==> config.mk <==
export PLATFORM = sky130hd
export DESIGN_NAME = frame_rx_parser
export DESIGN_NICKNAME = d
export VERILOG_FILES = /design/src/rtl/frame_rx_pkg.sv /design/src/rtl/frame_rx_parser_timeout.sv /design/src/rtl/frame_rx_parser.sv
export SDC_FILE = /design/constraint.sdc
export NUM_CORES = 1
export LEC_CHECK = 0
export ABC_AREA = 1
export CORE_UTILIZATION = 54
export DETAILED_ROUTE_END_ITERATION = 10
export PLACE_DENSITY_LB_ADDON = 0.25
export SETUP_SLACK_MARGIN = 0.3
export SLEW_MARGIN = 10
export SYNTH_ARGS = -nofsm -noshare
export SYNTH_HDL_FRONTEND = slang
export SYNTH_SLANG_ARGS = --single-unit
==> constraint.sdc <==
create_clock -name clk -period 2 [get_ports clk]
set_clock_uncertainty 0.1 [all_clocks]
set_input_delay 0.2 -clock clk [delete_from_list [all_inputs] [get_ports clk]]
set_output_delay 0.2 -clock clk [all_outputs]
set_load 0.005 [all_outputs]
==> src/rtl/frame_rx_pkg.sv <==
// Shared types for the framed receiver: FSM state codes and error codes,
// used by the parser, the command decoder and the bench.
package frame_rx_pkg;

    localparam int STATE_W = 2;

    // Legacy-compatible state constants; the enum below carries the same values.
    localparam logic [STATE_W-1:0] ST_IDLE    = 2'd0;
    localparam logic [STATE_W-1:0] ST_PAYLOAD = 2'd1;
    localparam logic [STATE_W-1:0] ST_CHECK   = 2'd2;
    localparam logic [STATE_W-1:0] ST_OUT     = 2'd3;

    typedef enum logic [STATE_W-1:0] {
        IDLE    = ST_IDLE,
        PAYLOAD = ST_PAYLOAD,
        CHECK   = ST_CHECK,
        OUT     = ST_OUT
    } rx_state_e;

    typedef enum logic [1:0] {
        ERR_NONE = 2'd0,
        ERR_HDR  = 2'd1,
        ERR_CHK  = 2'd2,
        ERR_TMO  = 2'd3
    } rx_err_e;

endpackage

==> src/rtl/frame_rx_parser_timeout.sv <==
// Idle-cycle watchdog for the frame receiver. Counts enabled cycles since the
// last clear and flags expiry on the cycle that would bring the count to LIMIT.
module frame_rx_timeout #(
    parameter int LIMIT = 16
) (
    input  logic clk,
    input  logic rst,
    input  logic clr,
    input  logic en,
    output logic expire
);

    localparam int            CW   = $clog2(LIMIT + 1);
    localparam logic [CW-1:0] LAST = CW'(LIMIT - 1);

    logic [CW-1:0] cnt_r;

    // Expiry is the LIMIT-th consecutive enabled cycle; a clear in the same cycle wins.
    assign expire = en && !clr && (cnt_r == LAST);

    // Idle counter: cleared by a sampled word, inactive states or expiry, else counts enabled cycles.
    always_ff @(posedge clk) begin
        if (!rst) begin
            cnt_r <= '0;
        end else if (clr || expire) begin
            cnt_r <= '0;
        end else if (en) begin
            cnt_r <= cnt_r + CW'(1);
        end else begin
            cnt_r <= cnt_r;
        end
    end

endmodule

==> src/rtl/frame_rx_parser.sv <==
// Framed word receiver: HEADER, PAYLOAD_WORDS payload words, optional XOR
// checksum. Assembled payload is presented on a valid/ready port; errors are
// reported as one-cycle pulses with a sticky code.
module frame_rx_parser
    import frame_rx_pkg::*;
#(
    parameter int                DATA_W        = 8,
    parameter int                PAYLOAD_WORDS = 2,
    parameter logic [DATA_W-1:0] HEADER        = 8'hCA,
    parameter bit                CHK_EN        = 1'b1,
    parameter int                TIMEOUT       = 16
) (
    input  logic                              clk,
    input  logic                              rst,
    input  logic                              cs,
    input  logic [DATA_W-1:0]                 d_in,
    output logic                              ack,
    output logic                              err,
    output logic [1:0]                        err_code,
    output logic                              out_valid,
    input  logic                              out_ready,
    output logic [DATA_W*PAYLOAD_WORDS-1:0]   d_out,
    output logic                              busy
);

    localparam int                OUT_W     = DATA_W * PAYLOAD_WORDS;
    localparam int                CNT_W     = (PAYLOAD_WORDS > 1) ? $clog2(PAYLOAD_WORDS) : 1;
    localparam logic [CNT_W-1:0]  LAST_WORD = CNT_W'(PAYLOAD_WORDS - 1);

    logic [STATE_W-1:0] state_r,    state_n;
    logic [CNT_W-1:0]   cnt_r,      cnt_n;
    logic [DATA_W-1:0]  acc_r,      acc_n;
    logic [OUT_W-1:0]   shift_r,    shift_n;
    logic               ack_r,      ack_n;
    logic               err_r,      err_n;
    logic [1:0]         err_code_r, err_code_n;
    logic               valid_r,    valid_n;
    logic [OUT_W-1:0]   d_out_r,    d_out_n;

    logic [OUT_W-1:0]   shift_next_s;
    logic               tmo_active_s;
    logic               tmo_clr_s;
    logic               tmo_en_s;
    logic               tmo_expire_s;

    // New word enters at the LSB end so the first payload word ends up in the MSBs.
    generate
        if (PAYLOAD_WORDS > 1) begin : g_shift_multi
            assign shift_next_s = {shift_r[OUT_W-DATA_W-1:0], d_in};
        end else begin : g_shift_single
            assign shift_next_s = d_in;
        end
    endgenerate

    // The watchdog only runs while a frame is being collected.
    assign tmo_active_s = (state_r == ST_PAYLOAD) || (state_r == ST_CHECK);
    assign tmo_clr_s    = !tmo_active_s || !cs;
    assign tmo_en_s     = tmo_active_s && cs;

    frame_rx_timeout #(
        .LIMIT (TIMEOUT)
    ) u_timeout (
        .clk    (clk),
        .rst    (rst),
        .clr    (tmo_clr_s),
        .en     (tmo_en_s),
        .expire (tmo_expire_s)
    );

    // Next-state logic for the frame FSM, payload shifter, checksum and output port.
    always_comb begin
        state_n    = state_r;
        cnt_n      = cnt_r;
        acc_n      = acc_r;
        shift_n    = shift_r;
        ack_n      = 1'b0;
        err_n      = 1'b0;
        err_code_n = err_code_r;
        valid_n    = valid_r;
        d_out_n    = d_out_r;

        case (state_r)
            ST_IDLE: begin
                if (!cs) begin
                    if (d_in == HEADER) begin
                        ack_n   = 1'b1;
                        acc_n   = HEADER;
                        cnt_n   = '0;
                        shift_n = '0;
                        state_n = ST_PAYLOAD;
                    end else begin
                        err_n      = 1'b1;
                        err_code_n = ERR_HDR;
                    end
                end else begin
                    state_n = ST_IDLE;
                end
            end

            ST_PAYLOAD: begin
                if (!cs) begin
                    ack_n   = 1'b1;
                    shift_n = shift_next_s;
                    acc_n   = acc_r ^ d_in;
                    if (cnt_r == LAST_WORD) begin
                        if (CHK_EN) begin
                            state_n = ST_CHECK;
                        end else begin
                            state_n = ST_OUT;
                            valid_n = 1'b1;
                            d_out_n = shift_next_s;
                        end
                    end else begin
                        cnt_n = cnt_r + CNT_W'(1);
                    end
                end else if (tmo_expire_s) begin
                    err_n      = 1'b1;
                    err_code_n = ERR_TMO;
                    state_n    = ST_IDLE;
                end else begin
                    state_n = ST_PAYLOAD;
                end
            end

            ST_CHECK: begin
                if (!cs) begin
                    if (d_in == acc_r) begin
                        ack_n   = 1'b1;
                        state_n = ST_OUT;
                        valid_n = 1'b1;
                        d_out_n = shift_r;
                    end else begin
                        // Bad checksum: the collected payload is simply abandoned.
                        err_n      = 1'b1;
                        err_code_n = ERR_CHK;
                        state_n    = ST_IDLE;
                    end
                end else if (tmo_expire_s) begin
                    err_n      = 1'b1;
                    err_code_n = ERR_TMO;
                    state_n    = ST_IDLE;
                end else begin
                    state_n = ST_CHECK;
                end
            end

            ST_OUT: begin
                // A word arriving while the payload is still held is an overrun; it is dropped.
                if (!cs) begin
                    err_n      = 1'b1;
                    err_code_n = ERR_TMO;
                end else begin
                    err_n = 1'b0;
                end
                if (valid_r && out_ready) begin
                    valid_n = 1'b0;
                    d_out_n = '0;
                    state_n = ST_IDLE;
                end else begin
                    state_n = ST_OUT;
                end
            end

            default: begin
                state_n = ST_IDLE;
                valid_n = 1'b0;
                d_out_n = '0;
            end
        endcase
    end

    // State and output registers with synchronous active-low reset.
    always_ff @(posedge clk) begin
        if (!rst) begin
            state_r    <= ST_IDLE;
            cnt_r      <= '0;
            acc_r      <= '0;
            shift_r    <= '0;
            ack_r      <= 1'b0;
            err_r      <= 1'b0;
            err_code_r <= ERR_NONE;
            valid_r    <= 1'b0;
            d_out_r    <= '0;
        end else begin
            state_r    <= state_n;
            cnt_r      <= cnt_n;
            acc_r      <= acc_n;
            shift_r    <= shift_n;
            ack_r      <= ack_n;
            err_r      <= err_n;
            err_code_r <= err_code_n;
            valid_r    <= valid_n;
            d_out_r    <= d_out_n;
        end
    end

    assign ack       = ack_r;
    assign err       = err_r;
    assign err_code  = err_code_r;
    assign out_valid = valid_r;
    assign d_out     = d_out_r;
    assign busy      = (state_r != ST_IDLE);

endmodule

==> results.json <==
{
  "status": "finished, violations left",
  "violations": "DRC",
  "design.core.area_um2": 4440,
  "start_util_pct": 57.3,
  "ys_types": 31,
  "io_pins": 34,
  "synthCells": 342,
  "reg2reg_slack_ps": 320,
  "htree_levels": 2,
  "synth_top_area_cell": "dfxtp_1",
  "ys_ff_latch": 53,
  "hold_buffers": 0,
  "wl_um": 6090,
  "firstDrtPassIters": 7,
  "place_inst": 424,
  "critical-path-top-delay-family": "compound AO/OA/AOI/OAI gates",
  "async_flop_share_pct": 0,
  "gp_congestion": 0.861,
  "powerDensity_nw_per_um2": 615,
  "cts_sinks": 53,
  "grt_max_degree": 43,
  "hpwl_um": 3910,
  "ant_nets": 0,
  "r2r-start": "u_timeout.cnt_r[0]$_SDFFE_PP0N_",
  "track_usage_pct": 24.5,
  "utilization_pct": 74.7,
  "drt_iter0_markers": 132,
  "cts_buffers": 5,
  "relSlewSlack_pct": 77.1,
  "cts_tree": "yes",
  "power.leakage_nw": 1.32,
  "yosysMostFrequentCell": "nand2_1",
  "finalPower_mw": 2.04,
  "slew_violations": 0,
  "clkTransAtPathRegs_ps": 100,
  "hold_start": "d_in[6]",
  "critPathKind": "reg2reg",
  "yosysWarnings": 0,
  "synth_common_cells": "nand2_1 (104), dfxtp_1 (53), a21oi_1 (35), inv_1 (35), nand4_1 (20)",
  "worst_setup_path_end_kind": "register",
  "diodes": 0,
  "hold_class": "in2reg",
  "synth_area_um2": 2550,
  "multiInputGateArea_um2": 1330,
  "cp_max_fo": 3,
  "fin_crit_ps": 1680,
  "fmax_mhz": 597,
  "tns_ps": 0,
  "min_path_cells": 3,
  "cap_violations": 0,
  "r2r-end": "err_code[1]$_SDFFE_PN0P_",
  "critPathLaunchType": "register",
  "cp.arrival_ps": 1770,
  "cp_num_buf_inv": 0,
  "cts_buffer_depth": 2,
  "hold_viol": 0,
  "fin_cells": 442,
  "nFillCells": 336,
  "rr_worst_depth": 10,
  "port_buffers": 33,
  "min_to": "shift_r[6]$_SDFFE_PN0P_",
  "max_stage_delay_ps": 360,
  "seqCellArea_um2": 1070,
  "die-area_um2": 4990,
  "yosys.area.top_type_share_pct": 41.7,
  "rows": 24,
  "syn_nets": 361,
  "layout.nets": 409,
  "seq_area_frac_synth_pct": 41.7,
  "grt_pass1_vias": 2198,
  "grt_pass1_wl_um": 9690,
  "crit_required_ps": 2090,
  "finalSetupViolCount": 0,
  "cp_slowest_cell": "dfxtp_4",
  "overflow": 0,
  "peakVddDrop_mv": 0.372,
  "drt-vias-per-instance": 5.51,
  "die_h_um": 70.7,
  "antenna_found_initial": 0,
  "syn2layout_area_growth_pct": 30.4,
  "path_cells": "ha_4 > nand2_2 > nor2_2 > ha_2 > a21oi_4 > a21oi_1 > o21ai_1 > nand4_1 > nand2_1 > nor2_1",
  "rsz0062_at_grt": "yes",
  "fin_crit_sh_pct": 83.8,
  "avgSynthCellArea_um2": 7.45,
  "root_buffer": "clkbuf_8",
  "synth-main-ff-cell": "dfxtp_1",
  "route.detailed.drc": 7,
  "die-width_um": 70.7,
  "post_drt_wl_per_cell_um": 13.8,
  "drive_above_1_share_pct": 22.3,
  "yosys-top-cells-area": "dfxtp_1 (42%), nand2_1 (15%), a21oi_1 (6.9%)",
  "synth_edf_count": 0,
  "worst_pin_slew_ps": 343,
  "vias": 2435,
  "clock_latency_ps": 310
}
==> power by group <==
part	leakage, nW	switching, mW	internal (mW)
Combinational	0.832	0.143	0.112
Clock	0.0540	0.343	0.364
Sequential	0.430	0.00918	1.07
==> tightest hold or removal path, stage by stage <==
cell and delay, ps:
dlymetal6s2s_1 170, nand2_1 100, a21oi_2 50
==> worst max-delay path by stage <==
stage          slack, ps  cells after the start                             from                        to
5_1_grt              240                      9  u_timeout.cnt_r[1]$_SDFFE_PP0N_   state_r[0]$_SDFFE_PN0P_
3_5_place_dp         -10                      9                          d_in[6]  shift_r[10]$_SDFFE_PN0P_
4_1_cts              310                     10  u_timeout.cnt_r[0]$_SDFFE_PP0N_  err_code[1]$_SDFFE_PN0P_
3_3_place_gp         -30                      9                          d_in[6]  shift_r[10]$_SDFFE_PN0P_
2_1_floorplan        350                     10  u_timeout.cnt_r[0]$_SDFFE_PP0N_  err_code[1]$_SDFFE_PN0P_
6_report             320                     10  u_timeout.cnt_r[0]$_SDFFE_PP0N_  err_code[1]$_SDFFE_PN0P_
==> logic make-up (layout without fill, tap and decap cells) <==
| family | after synthesis | after routing | share of synthesized area [%] |
|---|---|---|---|
| AOI/OAI and AO/OA | 64 | 64 | 15.4 |
| xor gates and xnor gates | 4 | 4 | 1.38 |
| adders and majority gates | 7 | 7 | 3.44 |
| buffers and inverters | 52 | 100 | 10.1 |
| DFF | 53 | 53 | 41.7 |
| and+or+nand+nor | 162 | 162 | 28.1 |
==> what timing repair did <==
| action | CTS | global route |
|---|---|---|
| resized for setup | 10 | 40 |
| cloned | 0 | 4 |
| pin swaps | 1 | 13 |
| endpoints found under the setup margin | 7 | 48 |
| setup buffers | 2 | 5 |
==> layer usage <==
metal  up-vias  part of all wire [%]  track usage, %
met1      1140                    43            29.9
met4         0                   2.0            12.2
li1       1204                     -               -
met3        15                   4.8            3.13
met5         -                     0               0
met2        76                    50            42.7
==> registers in the layout, indices dropped and copies added (netlist names) <==
| signal | flops |
|---|---|
| d_out | 16 |
| cnt_r | 1 |
| u_timeout.cnt_r | 5 |
| err | 1 |
| err_code | 2 |
| shift_r | 16 |
| acc_r | 8 |
| out_valid | 1 |
| ack | 1 |
| state_r | 2 |
==> stage by stage <==
| step | worst slack [ps] | hold WS (ps) | area (µm²) |
|---|---|---|---|
| after CTS | 312 | 360 | 3090 |
| after global placement | -33.1 | 332 | 2950 |
| after detailed placement | -10.2 | 340 | 2950 |
| after floorplan | 346 | 221 | 2550 |
| after global routing | 237 | 165 | 3320 |
| final | 325 | 156 | 3320 |
==> cell type report <==
cell class	instances	share of cell area, %
repair inverters	2	0.641
inverters	38	4.90
flip-flops and latches	53	32.2
well taps	52	1.96
repair buffers	53	17.2
multi-input cells	237	40.0
clock buffers	5	2.07
clock inverters	2	1.06
==> layout by cell type, fill, tap and decap left out, drive strengths merged <==
| master | n |
|---|---|
| xnor2 | 2 |
| clkdlybuf4s50 | 29 |
| nor3b | 1 |
| nor3 | 3 |
| nand3 | 11 |
| ha | 7 |
| o21ai | 9 |
| inv | 35 |
| dfxtp | 53 |
| dlymetal6s2s | 3 |
| nand4 | 20 |
| o221ai | 1 |
| o21a | 2 |
| bufinv | 1 |
| nor2 | 15 |
| dlygate4sd2 | 1 |
| buf | 18 |
| xor2 | 2 |
| clkinv | 6 |
| nand2 | 112 |
| clkbuf | 7 |
| a211oi | 1 |
| a21oi | 51 |
(Power assumes the default switching activity.)
